**src/rtl/equ_pkg.sv**
```systemverilog
// Shared types, constants and the component-reduction helper for the one-tap equalizer.
package equ_pkg;

  localparam int DATA_WIDTH        = 16;
  localparam int DOUBLE_DATA_WIDTH = 32;
  localparam int NUM_SC            = 12;
  localparam int ADDR_WIDTH        = 4;
  localparam int NUM_DATA_SYM      = 6;
  localparam int SYM_CNT_WIDTH     = 3;
  localparam int PROD_WIDTH        = 2 * DATA_WIDTH;
  localparam int SUM_WIDTH         = PROD_WIDTH + 1;
  localparam int SHR_WIDTH         = SUM_WIDTH - (DATA_WIDTH - 1);

  typedef struct packed {
    logic signed [DATA_WIDTH-1:0] re;
    logic signed [DATA_WIDTH-1:0] im;
  } cplx_t;

  typedef enum logic [1:0] {
    IDLE     = 2'd0,
    LOAD_H   = 2'd1,
    EQUALIZE = 2'd2
  } equ_state_t;

  // Q2.30 sum -> Q1.15: floor shift, then either clamp or keep the low bits.
  function automatic logic [DATA_WIDTH-1:0] reduce_comp(input logic [SUM_WIDTH-1:0] s,
                                                        input logic                 sat_en);
    logic [SHR_WIDTH-1:0] v;
    logic                 ovf;
    v   = s[SUM_WIDTH-1:DATA_WIDTH-1];
    ovf = (v[SHR_WIDTH-1:DATA_WIDTH-1] != {(SHR_WIDTH-DATA_WIDTH+1){v[DATA_WIDTH-1]}});
    if (sat_en && ovf)
      reduce_comp = v[SHR_WIDTH-1] ? {1'b1, {(DATA_WIDTH-1){1'b0}}}
                                   : {1'b0, {(DATA_WIDTH-1){1'b1}}};
    else
      reduce_comp = v[DATA_WIDTH-1:0];
  endfunction

  function automatic cplx_t pack_cplx(input logic [DATA_WIDTH-1:0] re,
                                      input logic [DATA_WIDTH-1:0] im);
    cplx_t z;
    z.re = re;
    z.im = im;
    return z;
  endfunction

endpackage

```
**src/rtl/cmult_conj.sv**
```systemverilog
// Combinational Y*conj(H) with Q1.15 rescale.
// EQU_SAT_EN defined: components saturate on overflow; undefined: two's-complement wrap.
module cmult_conj
  import equ_pkg::*;
(
  input  logic [DOUBLE_DATA_WIDTH-1:0] i_y,
  input  logic [DOUBLE_DATA_WIDTH-1:0] i_h,
  output logic [DOUBLE_DATA_WIDTH-1:0] o_z
);

`ifdef EQU_SAT_EN
  localparam logic SAT_EN = 1'b1;
`else
  localparam logic SAT_EN = 1'b0;
`endif

  cplx_t                        y;
  cplx_t                        h;
  logic signed [PROD_WIDTH-1:0] ac, bd, bc, ad;
  logic signed [SUM_WIDTH-1:0]  re_sum, im_sum;

  assign y = i_y;
  assign h = i_h;

  assign ac = PROD_WIDTH'(y.re) * PROD_WIDTH'(h.re);
  assign bd = PROD_WIDTH'(y.im) * PROD_WIDTH'(h.im);
  assign bc = PROD_WIDTH'(y.im) * PROD_WIDTH'(h.re);
  assign ad = PROD_WIDTH'(y.re) * PROD_WIDTH'(h.im);

  assign re_sum = SUM_WIDTH'(ac) + SUM_WIDTH'(bd);
  assign im_sum = SUM_WIDTH'(bc) - SUM_WIDTH'(ad);

  assign o_z = pack_cplx(reduce_comp(re_sum, SAT_EN), reduce_comp(im_sum, SAT_EN));

endmodule

```
**src/rtl/equ_ctrl.sv**
```systemverilog
// One-tap channel equalizer controller: loads NUM_SC estimates into the H RAM, then
// equalizes NUM_DATA_SYM symbols against them with a two-cycle accept-to-output latency.
module equ_ctrl
  import equ_pkg::*;
(
  input  logic                         i_clk,
  input  logic                         i_rst_n,
  input  logic                         i_est_valid,
  input  logic [DOUBLE_DATA_WIDTH-1:0] i_est_data,
  output logic                         o_est_ready,
  input  logic                         i_sym_valid,
  input  logic [DOUBLE_DATA_WIDTH-1:0] i_sym_data,
  output logic                         o_sym_ready,
  output logic                         o_ram_wr_en,
  output logic [ADDR_WIDTH-1:0]        o_ram_wr_add,
  output logic [DOUBLE_DATA_WIDTH-1:0] o_ram_wr_data,
  output logic [ADDR_WIDTH-1:0]        o_ram_rd_add,
  input  logic [DOUBLE_DATA_WIDTH-1:0] i_ram_rd_data,
  output logic                         o_equ_valid,
  output logic [DOUBLE_DATA_WIDTH-1:0] o_equ_data,
  output logic                         o_sym_done,
  output logic                         o_slot_done,
  output logic                         o_busy
);

  // state    | meaning
  // IDLE     | waiting for H[0]
  // LOAD_H   | writing H[1..NUM_SC-1]
  // EQUALIZE | streaming data samples against the stored H

  equ_state_t                   state_q, state_d;
  logic [ADDR_WIDTH-1:0]        sc_cnt_q, sc_cnt_d;
  logic [SYM_CNT_WIDTH-1:0]     sym_cnt_q, sym_cnt_d;
  logic [DOUBLE_DATA_WIDTH-1:0] y_q, y_d;
  logic                         s1_valid_q, s1_valid_d;
  logic                         s1_sym_last_q, s1_sym_last_d;
  logic                         s1_slot_last_q, s1_slot_last_d;
  logic                         equ_valid_q, equ_valid_d;
  logic [DOUBLE_DATA_WIDTH-1:0] equ_data_q, equ_data_d;
  logic                         sym_done_q, sym_done_d;
  logic                         slot_done_q, slot_done_d;
  logic                         est_hs, sym_hs;
  logic [DOUBLE_DATA_WIDTH-1:0] z;

  // Gating with i_rst_n keeps est_ready low while reset is held.
  assign o_est_ready = i_rst_n & ((state_q == IDLE) | (state_q == LOAD_H));
  assign o_sym_ready = (state_q == EQUALIZE);
  assign est_hs      = i_est_valid & o_est_ready;
  assign sym_hs      = i_sym_valid & o_sym_ready;
  assign o_busy      = (state_q != IDLE);

  cmult_conj u_cmult (
    .i_y (y_q),
    .i_h (i_ram_rd_data),
    .o_z (z)
  );

  always_comb begin
    state_d        = state_q;
    sc_cnt_d       = sc_cnt_q;
    sym_cnt_d      = sym_cnt_q;
    y_d            = y_q;
    s1_valid_d     = 1'b0;
    s1_sym_last_d  = 1'b0;
    s1_slot_last_d = 1'b0;
    o_ram_wr_en    = 1'b0;
    o_ram_wr_add   = '0;
    o_ram_wr_data  = '0;
    o_ram_rd_add   = '0;
    case (state_q)
      IDLE: begin
        if (est_hs) begin
          o_ram_wr_en   = 1'b1;
          o_ram_wr_data = i_est_data;
          sc_cnt_d      = ADDR_WIDTH'(1);
          state_d       = LOAD_H;
        end
      end
      LOAD_H: begin
        if (est_hs) begin
          o_ram_wr_en   = 1'b1;
          o_ram_wr_add  = sc_cnt_q;
          o_ram_wr_data = i_est_data;
          if (sc_cnt_q == ADDR_WIDTH'(NUM_SC - 1)) begin
            sc_cnt_d = '0;
            state_d  = EQUALIZE;
          end else begin
            sc_cnt_d = sc_cnt_q + ADDR_WIDTH'(1);
          end
        end
      end
      EQUALIZE: begin
        o_ram_rd_add = sc_cnt_q;
        if (sym_hs) begin
          y_d        = i_sym_data;
          s1_valid_d = 1'b1;
          if (sc_cnt_q == ADDR_WIDTH'(NUM_SC - 1)) begin
            sc_cnt_d      = '0;
            s1_sym_last_d = 1'b1;
            if (sym_cnt_q == SYM_CNT_WIDTH'(NUM_DATA_SYM - 1)) begin
              sym_cnt_d      = '0;
              s1_slot_last_d = 1'b1;
              state_d        = IDLE;
            end else begin
              sym_cnt_d = sym_cnt_q + SYM_CNT_WIDTH'(1);
            end
          end else begin
            sc_cnt_d = sc_cnt_q + ADDR_WIDTH'(1);
          end
        end
      end
      default: state_d = IDLE;
    endcase

    equ_valid_d = s1_valid_q;
    equ_data_d  = s1_valid_q ? z : '0;
    sym_done_d  = s1_sym_last_q;
    slot_done_d = s1_slot_last_q;
  end

  always_ff @(posedge i_clk or negedge i_rst_n) begin
    if (!i_rst_n) begin
      state_q        <= IDLE;
      sc_cnt_q       <= '0;
      sym_cnt_q      <= '0;
      y_q            <= '0;
      s1_valid_q     <= 1'b0;
      s1_sym_last_q  <= 1'b0;
      s1_slot_last_q <= 1'b0;
      equ_valid_q    <= 1'b0;
      equ_data_q     <= '0;
      sym_done_q     <= 1'b0;
      slot_done_q    <= 1'b0;
    end else begin
      state_q        <= state_d;
      sc_cnt_q       <= sc_cnt_d;
      sym_cnt_q      <= sym_cnt_d;
      y_q            <= y_d;
      s1_valid_q     <= s1_valid_d;
      s1_sym_last_q  <= s1_sym_last_d;
      s1_slot_last_q <= s1_slot_last_d;
      equ_valid_q    <= equ_valid_d;
      equ_data_q     <= equ_data_d;
      sym_done_q     <= sym_done_d;
      slot_done_q    <= slot_done_d;
    end
  end

  assign o_equ_valid = equ_valid_q;
  assign o_equ_data  = equ_data_q;
  assign o_sym_done  = sym_done_q;
  assign o_slot_done = slot_done_q;

endmodule
```
**config.mk**
```make
export PLATFORM = sky130hd
export DESIGN_NAME = equ_ctrl
export DESIGN_NICKNAME = d
export VERILOG_FILES = /design/src/rtl/equ_pkg.sv /design/src/rtl/cmult_conj.sv /design/src/rtl/equ_ctrl.sv
export SDC_FILE = /design/constraint.sdc
export NUM_CORES = 2
export LEC_CHECK = 0
export CAP_MARGIN = 40
export CELL_PAD_IN_SITES_DETAIL_PLACEMENT = 0
export CELL_PAD_IN_SITES_GLOBAL_PLACEMENT = 1
export CORE_MARGIN = 10
export CORE_UTILIZATION = 30
export DETAILED_ROUTE_END_ITERATION = 10
export PLACE_DENSITY = 0.66
export SLEW_MARGIN = 20
export SYNTH_ARGS = -nofsm -noshare
export SYNTH_HDL_FRONTEND = slang
export SYNTH_SLANG_ARGS = --single-unit
```
**constraint.sdc**
```tcl
create_clock -name i_clk -period 16.81 [get_ports i_clk]
set_input_delay 5.043 -clock i_clk [delete_from_list [all_inputs] [get_ports i_clk]]
set_output_delay 5.043 -clock i_clk [all_outputs]
set_load 0.01 [all_outputs]
```
Yosys cells after proc, flatten, opt, wreduce, memory -nomap -nowiden

Index checks and enable logic that the tools add are counted.
W data, S select, Z words.

Add/sub/neg operators: 4
Muxes and demuxes: 30
Eq/ne operators: 10
Multiply operators: 4
Bitwise gates (word level): 4
Reductions and logical operators: 8

Operator list:

| cell                  | count |
|---|---|
| $mul A16 B16 Y31      | 4 |
| $mux W32              | 3 |
| $add A31 B31 Y31      | 1 |
| $sub A31 B31 Y31      | 1 |
| $mux W4               | 7 |
| $mux W2               | 6 |
| $pmux W4 S3           | 1 |
| $mux W1               | 11 |
| $ne A2 B1 Y1 const B  | 4 |
| $pmux W2 S3           | 1 |
| $reduce_and A6 Y1     | 1 |
| $add A4 B1 Y4 const B | 1 |
| $eq A4 B4 Y1 const B  | 1 |
| $ne A2 B2 Y1 const B  | 2 |
| $reduce_and A4 Y1     | 1 |
| $add A3 B1 Y3 const B | 1 |
| $and A1 B1 Y1         | 3 |
| $eq A3 B3 Y1 const B  | 1 |
| $mux W3               | 1 |
| $reduce_and A3 Y1     | 1 |
| $reduce_bool A3 Y1    | 1 |
| $eq A2 B1 Y1 const B  | 1 |
| $eq A2 B2 Y1 const B  | 1 |
| $logic_not A2 Y1      | 1 |
| 4 further kinds       | 4 |

Logic and storage cells: 71
Bits of input ports: 100
Output and inout bits: 79
Register bits: 79

Depth between registers and ports, before layout

Word-level depth: 6
Depth in mapped cells: 29
Gate-level depth less buffers: 28

Hierarchy

A second synthesis with hierarchy kept.

Cell total of the unflattened synthesis: 4388
Area total of the unflattened synthesis: 41778.8 um^2

Modules (own cells, without submodules):

| module     | instances | seq. area each (um^2) | cells each | area an instance (um^2) |
|---|---|---|---|---|
| cmult_conj | 1         | 0.0                   | 4140       | 38396.8 |
| equ_ctrl   | 1         | 1976.9                | 248        | 3382.0 |

Least setup slack after synthesis

OpenSTA, ideal clock, no wires.

Kind: input port to flip-flop
From: input i_ram_rd_data[0]
To: register equ_data_q[10], in the netlist o_equ_data[10]
Buffers on the path: 1
Setup time: 0.120 ns
Arrival time: 11.735 ns
Stages on the path: 26
Required time: 16.690 ns
Slack: 4.956 ns
Cell sequence: clkbuf_1 > nand2_1 > inv_1 > fa_1 > inv_1 > fa_1 > inv_1 > fa_1 > inv_1 > fa_1 > fa_1 > fa_1 > fa_1 > inv_1 > fa_1 > inv_1 > ha_1 > a21o_1 > a21oi_1 > nor3b_1 > o21ai_1 > a21oi_2 > o31a_1 > nor2_1 > or3_1 > and3_1

Word-level cells in the longest chain between the ends: 3

Ends and longest elaborated chain:

| item                 | line             | RTL |
|---|---|---|
| from (decl)          | equ_ctrl.sv:18   | `input logic [DOUBLE_DATA_WIDTH-1:0] i_ram_rd_data,` |
| $mul A16 B16 Y31     | cmult_conj.sv:28 | `assign ad = PROD_WIDTH'(y.re) * PROD_WIDTH'(h.im);` |
| $sub A31 B31 Y31     | cmult_conj.sv:31 | `assign im_sum = SUM_WIDTH'(bc) - SUM_WIDTH'(ad);` |
| $mux W32             | equ_ctrl.sv:116  | `equ_data_d = s1_valid_q ? z : '0;` |
| via equ_data_d[10]   | equ_ctrl.sv:39   | `logic [DOUBLE_DATA_WIDTH-1:0] equ_data_q, equ_data_d;` |
| to (signal assigned) | equ_ctrl.sv:143  | `equ_data_q <= equ_data_d;` |
| to (decl)            | equ_ctrl.sv:39   |  |

The timed path passes the listed nets, and every way through them passes these cells.
A chain may end at the register's enable or synchronous reset.

Final worst setup path

From: input i_ram_rd_data[1]
To: register equ_data_q[12], in the netlist o_equ_data[12]

The elaborated chain is that of the path after synthesis.

==> results.py <==
metrics = {
    "status": {
        "status": "completed",
    },
    "worst_setup_path": {
        "critPathLaunchType": "input pin",
        "endpoint_kind": "register",
        "path_delay_family": "adder cells",
        "worst_path_max_delay_cell": "inv_1",
        "crit_top_cell": "fa_1",
        "arrival_ns": 13.00,
        "cp_max_fo": 32,
        "worst-path-buf-inv": 8,
        "slowest_delay_ns": 0.56,
        "setup.worst_path.start": "i_ram_rd_data[1]",
        "worstPathRequired_ns": 17.10,
        "r2r_start": "y_q[26]",
        "crit_type": "in2reg",
    },
    "finish": {
        "drive_gt1_share_pct": 3.22,
        "regArea_mm2": 0.00198,
        "stdcell_area_mm2": 0.0455,
        "n_fill_cell": 14338,
        "multi_input_area_mm2": 0.0337,
        "syn2layout_area_growth_pct": 10.2,
        "final_nets": 5947,
    },
    "floorplan": {
        "coreArea_mm2": 0.137,
        "ios": 179,
        "start_util_pct": 30.1,
        "row_count": 136,
        "die_w_um": 391,
        "die_height_um": 391,
        "dieArea_mm2": 0.153,
    },
    "synth": {
        "synth_flop_cell": "dfrtp_1",
        "yosysSeqAreaShare_pct": 4.79,
        "syn_inst": 4372,
        "yosysWarnings": 0,
        "syn-cell-area_mm2": 0.0413,
        "ys_async_sr_fraction_pct": 100,
        "synth.avg_cell_area_um2": 9.44,
        "syn_nets": 5887,
        "synth_edf_count": 0,
        "synth.distinct_cells": 48,
        "ys_seq_elements": 79,
    },
    "sta": {
        "rsz0062_at_grt": "false",
        "setup_viol": 0,
        "slew_viol_final": 0,
        "slew_headroom_pct": 43.2,
        "max_freq_mhz": 78.7,
        "hold_viol_final": 0,
        "period_needed_ns": 12.71,
        "tightest_slew_ns": 0.852,
        "finalCritPeriodShare_pct": 75.6,
        "clock_skew_ns": 0.0272,
        "tns_ns": 0,
    },
    "placed_design": {
        "dp_hpwl_um": 85400,
        "place.gp.congestion": 0.804,
        "placed_area_mm2": 0.0451,
        "io_buffers": 178,
    },
    "global_route": {
        "grt_pass1_vias": 31046,
        "grt_util_met3_pct": 1.37,
        "use_met1_pct": 20.8,
        "busiest_layer": "met2",
        "antenna_found_initial": 4,
        "grt.overflow.total": 0,
        "grt_max_degree": 47,
        "grtUsageMet2_pct": 25.0,
        "grt_first_pass_wirelength_um": 178000,
        "track_usage_pct": 14.8,
    },
    "routing": {
        "avgViaCountPerCell": 4.38,
        "wire_per_inst_um": 17.2,
        "dr.pass1.iters": 5,
        "drt_iter0_drc": 1212,
        "vias": 27270,
        "detail-route-antenna-nets": 0,
        "drcViolationCount": 0,
        "wirelength_um": 107000,
    },
    "hold_path": {
        "hp-class": "reg2reg",
        "hp-start": "s1_slot_last_q",
    },
    "cts": {
        "h-tree-depth": 3,
        "ctsHoldBuffers": 0,
        "cts_made_buffers": 9,
        "cts_root_buffer": "clkbuf_16",
        "cts_setup_buffers": 0,
        "cts_tree": "built",
        "cts_resized": 0,
        "clk_pin_slew_ns": 0.07,
        "clkSinkCount": 79,
        "clk_latency_ns": 0.42,
        "cts_buffer_depth": 2,
    },
    "job": {
        "drv_cap": 0,
    },
}
==> per-layer routing <==
layer  share of wire [%]  vias to the layer above  wire length (um)
met5               0.016                        -                17
met4                 1.6                        2              1710
met3                 3.4                       64              3660
met2                  49                      476             52200
met1                  46                    14435             49900
li1                    -                    12293                 -
==> layout make-up <==
type,count,share of cell area [%]
clock inverter,7,0.171
multi-input combinational,2795,74.0
timing repair buffer,254,5.35
tap,1794,4.93
clock buffer,9,0.495
sequential,79,4.36
antenna,1,0.00550
inverter,1293,10.7
==> synthesized netlist by cell type, types with 2 or more instances <==
| master | number | area, um^2 |
|---|---|---|
| a211oi_1 | 3 | 22.5 |
| a21boi_0 | 3 | 22.5 |
| a21o_1 | 13 | 97.6 |
| a21oi_1 | 26 | 130 |
| a21oi_2 | 3 | 26.3 |
| and2_1 | 439 | 2750 |
| and3_1 | 41 | 257 |
| buf_1 | 5 | 18.8 |
| clkbuf_1 | 199 | 747 |
| dfrtp_1 | 79 | 1980 |
| fa_1 | 1119 | 22400 |
| ha_1 | 296 | 3700 |
| inv_1 | 1293 | 4850 |
| mux2_2 | 33 | 372 |
| nand2_1 | 550 | 2060 |
| nand2b_1 | 27 | 169 |
| nand3_1 | 6 | 30.0 |
| nand3b_1 | 2 | 15.0 |
| nand4_1 | 6 | 37.5 |
| nand4b_1 | 2 | 17.5 |
| nor2_1 | 55 | 206 |
| nor2b_1 | 20 | 125 |
| nor3_1 | 5 | 25.0 |
| nor3b_1 | 2 | 15.0 |
| o21ai_0 | 23 | 115 |
| o21ai_1 | 3 | 15.0 |
| o21bai_1 | 8 | 60.1 |
| or3_1 | 2 | 12.5 |
| xnor2_1 | 76 | 666 |
| xor2_1 | 15 | 131 |
==> placed cells by master (no fill, tap or decap), drive strengths merged, types with 2 or more instances in the layout <==
cell type / Yosys / layout
buf: 6 / 78
fa: 1119 / 1119
mux2: 33 / 33
xnor2: 76 / 76
nand2: 550 / 550
clkdlybuf4s50: 0 / 176
nand3b: 2 / 2
nor3: 5 / 5
nor3b: 2 / 2
a21boi: 4 / 4
a21o: 13 / 13
nor2b: 20 / 20
nor2: 55 / 55
nand3: 6 / 6
or3: 2 / 2
inv: 1293 / 1296
o21bai: 8 / 8
a211oi: 3 / 3
a31oi: 2 / 2
and3: 41 / 41
ha: 296 / 296
xor2: 15 / 15
a41oi: 2 / 2
nand4: 6 / 6
dfrtp: 79 / 79
clkbuf: 199 / 9
and2: 439 / 439
a21oi: 29 / 29
nand4b: 2 / 2
o21ai: 28 / 28
nand2b: 27 / 27
clkinv: 0 / 3
==> worst paths after layout <==
| check | slack [ns] | to | cells past startpoint |
|---|---|---|---|
| worst min-delay path | 0.35 | o_slot_done | 0 |
| worst max register to register | 8.56 | o_equ_data[30] | 26 |
| worst min register to register | 0.35 | o_slot_done | 0 |
| max in group asynchronous | 11.27 | o_equ_data[16] | 3 |
| min in group asynchronous | 4.60 | y_q[5] | 1 |
| worst max-delay path | 4.10 | o_equ_data[12] | 27 |
==> through the flow <==
stage	instances	util [%]	setup slack [ns]	hold slack, ns
finish	6232	33.2	4.10	0.351
global route	6231	33.2	3.65	0.357
CTS	6228	33.1	3.92	0.354
detailed placement	6212	32.9	3.50	0.338
global placement	6208	32.8	3.60	0.334
floorplan	4372	-	4.96	0.331
==> logic make-up (layout without fill, tap and decap cells) <==
logic type	count (synthesis)	after routing	synth area share, %
AO/OA/AOI/OAI	96	96	1.60
multiplexers	33	33	0.900
buffers and inverters	1498	1563	13.6
flip-flops	79	79	4.79
AND/OR/NAND/NOR	1160	1160	13.9
XOR/XNOR	91	91	1.93
other	0	1	0
adder cells (fa/ha/maj)	1415	1415	63.2
==> state kept, by name, indices dropped and copies added (netlist names) <==
name            count
o_equ_data         32
y_q                32
sc_cnt_q            4
sym_cnt_q           3
state_q             2
equ_valid_d         1
o_equ_valid         1
o_slot_done         1
o_sym_done          1
s1_slot_last_q      1
s1_sym_last_q       1
Power is left out: the tool's default activity adds up to more than one toggle a clock period on the data nets, which glitch-free logic cannot reach.
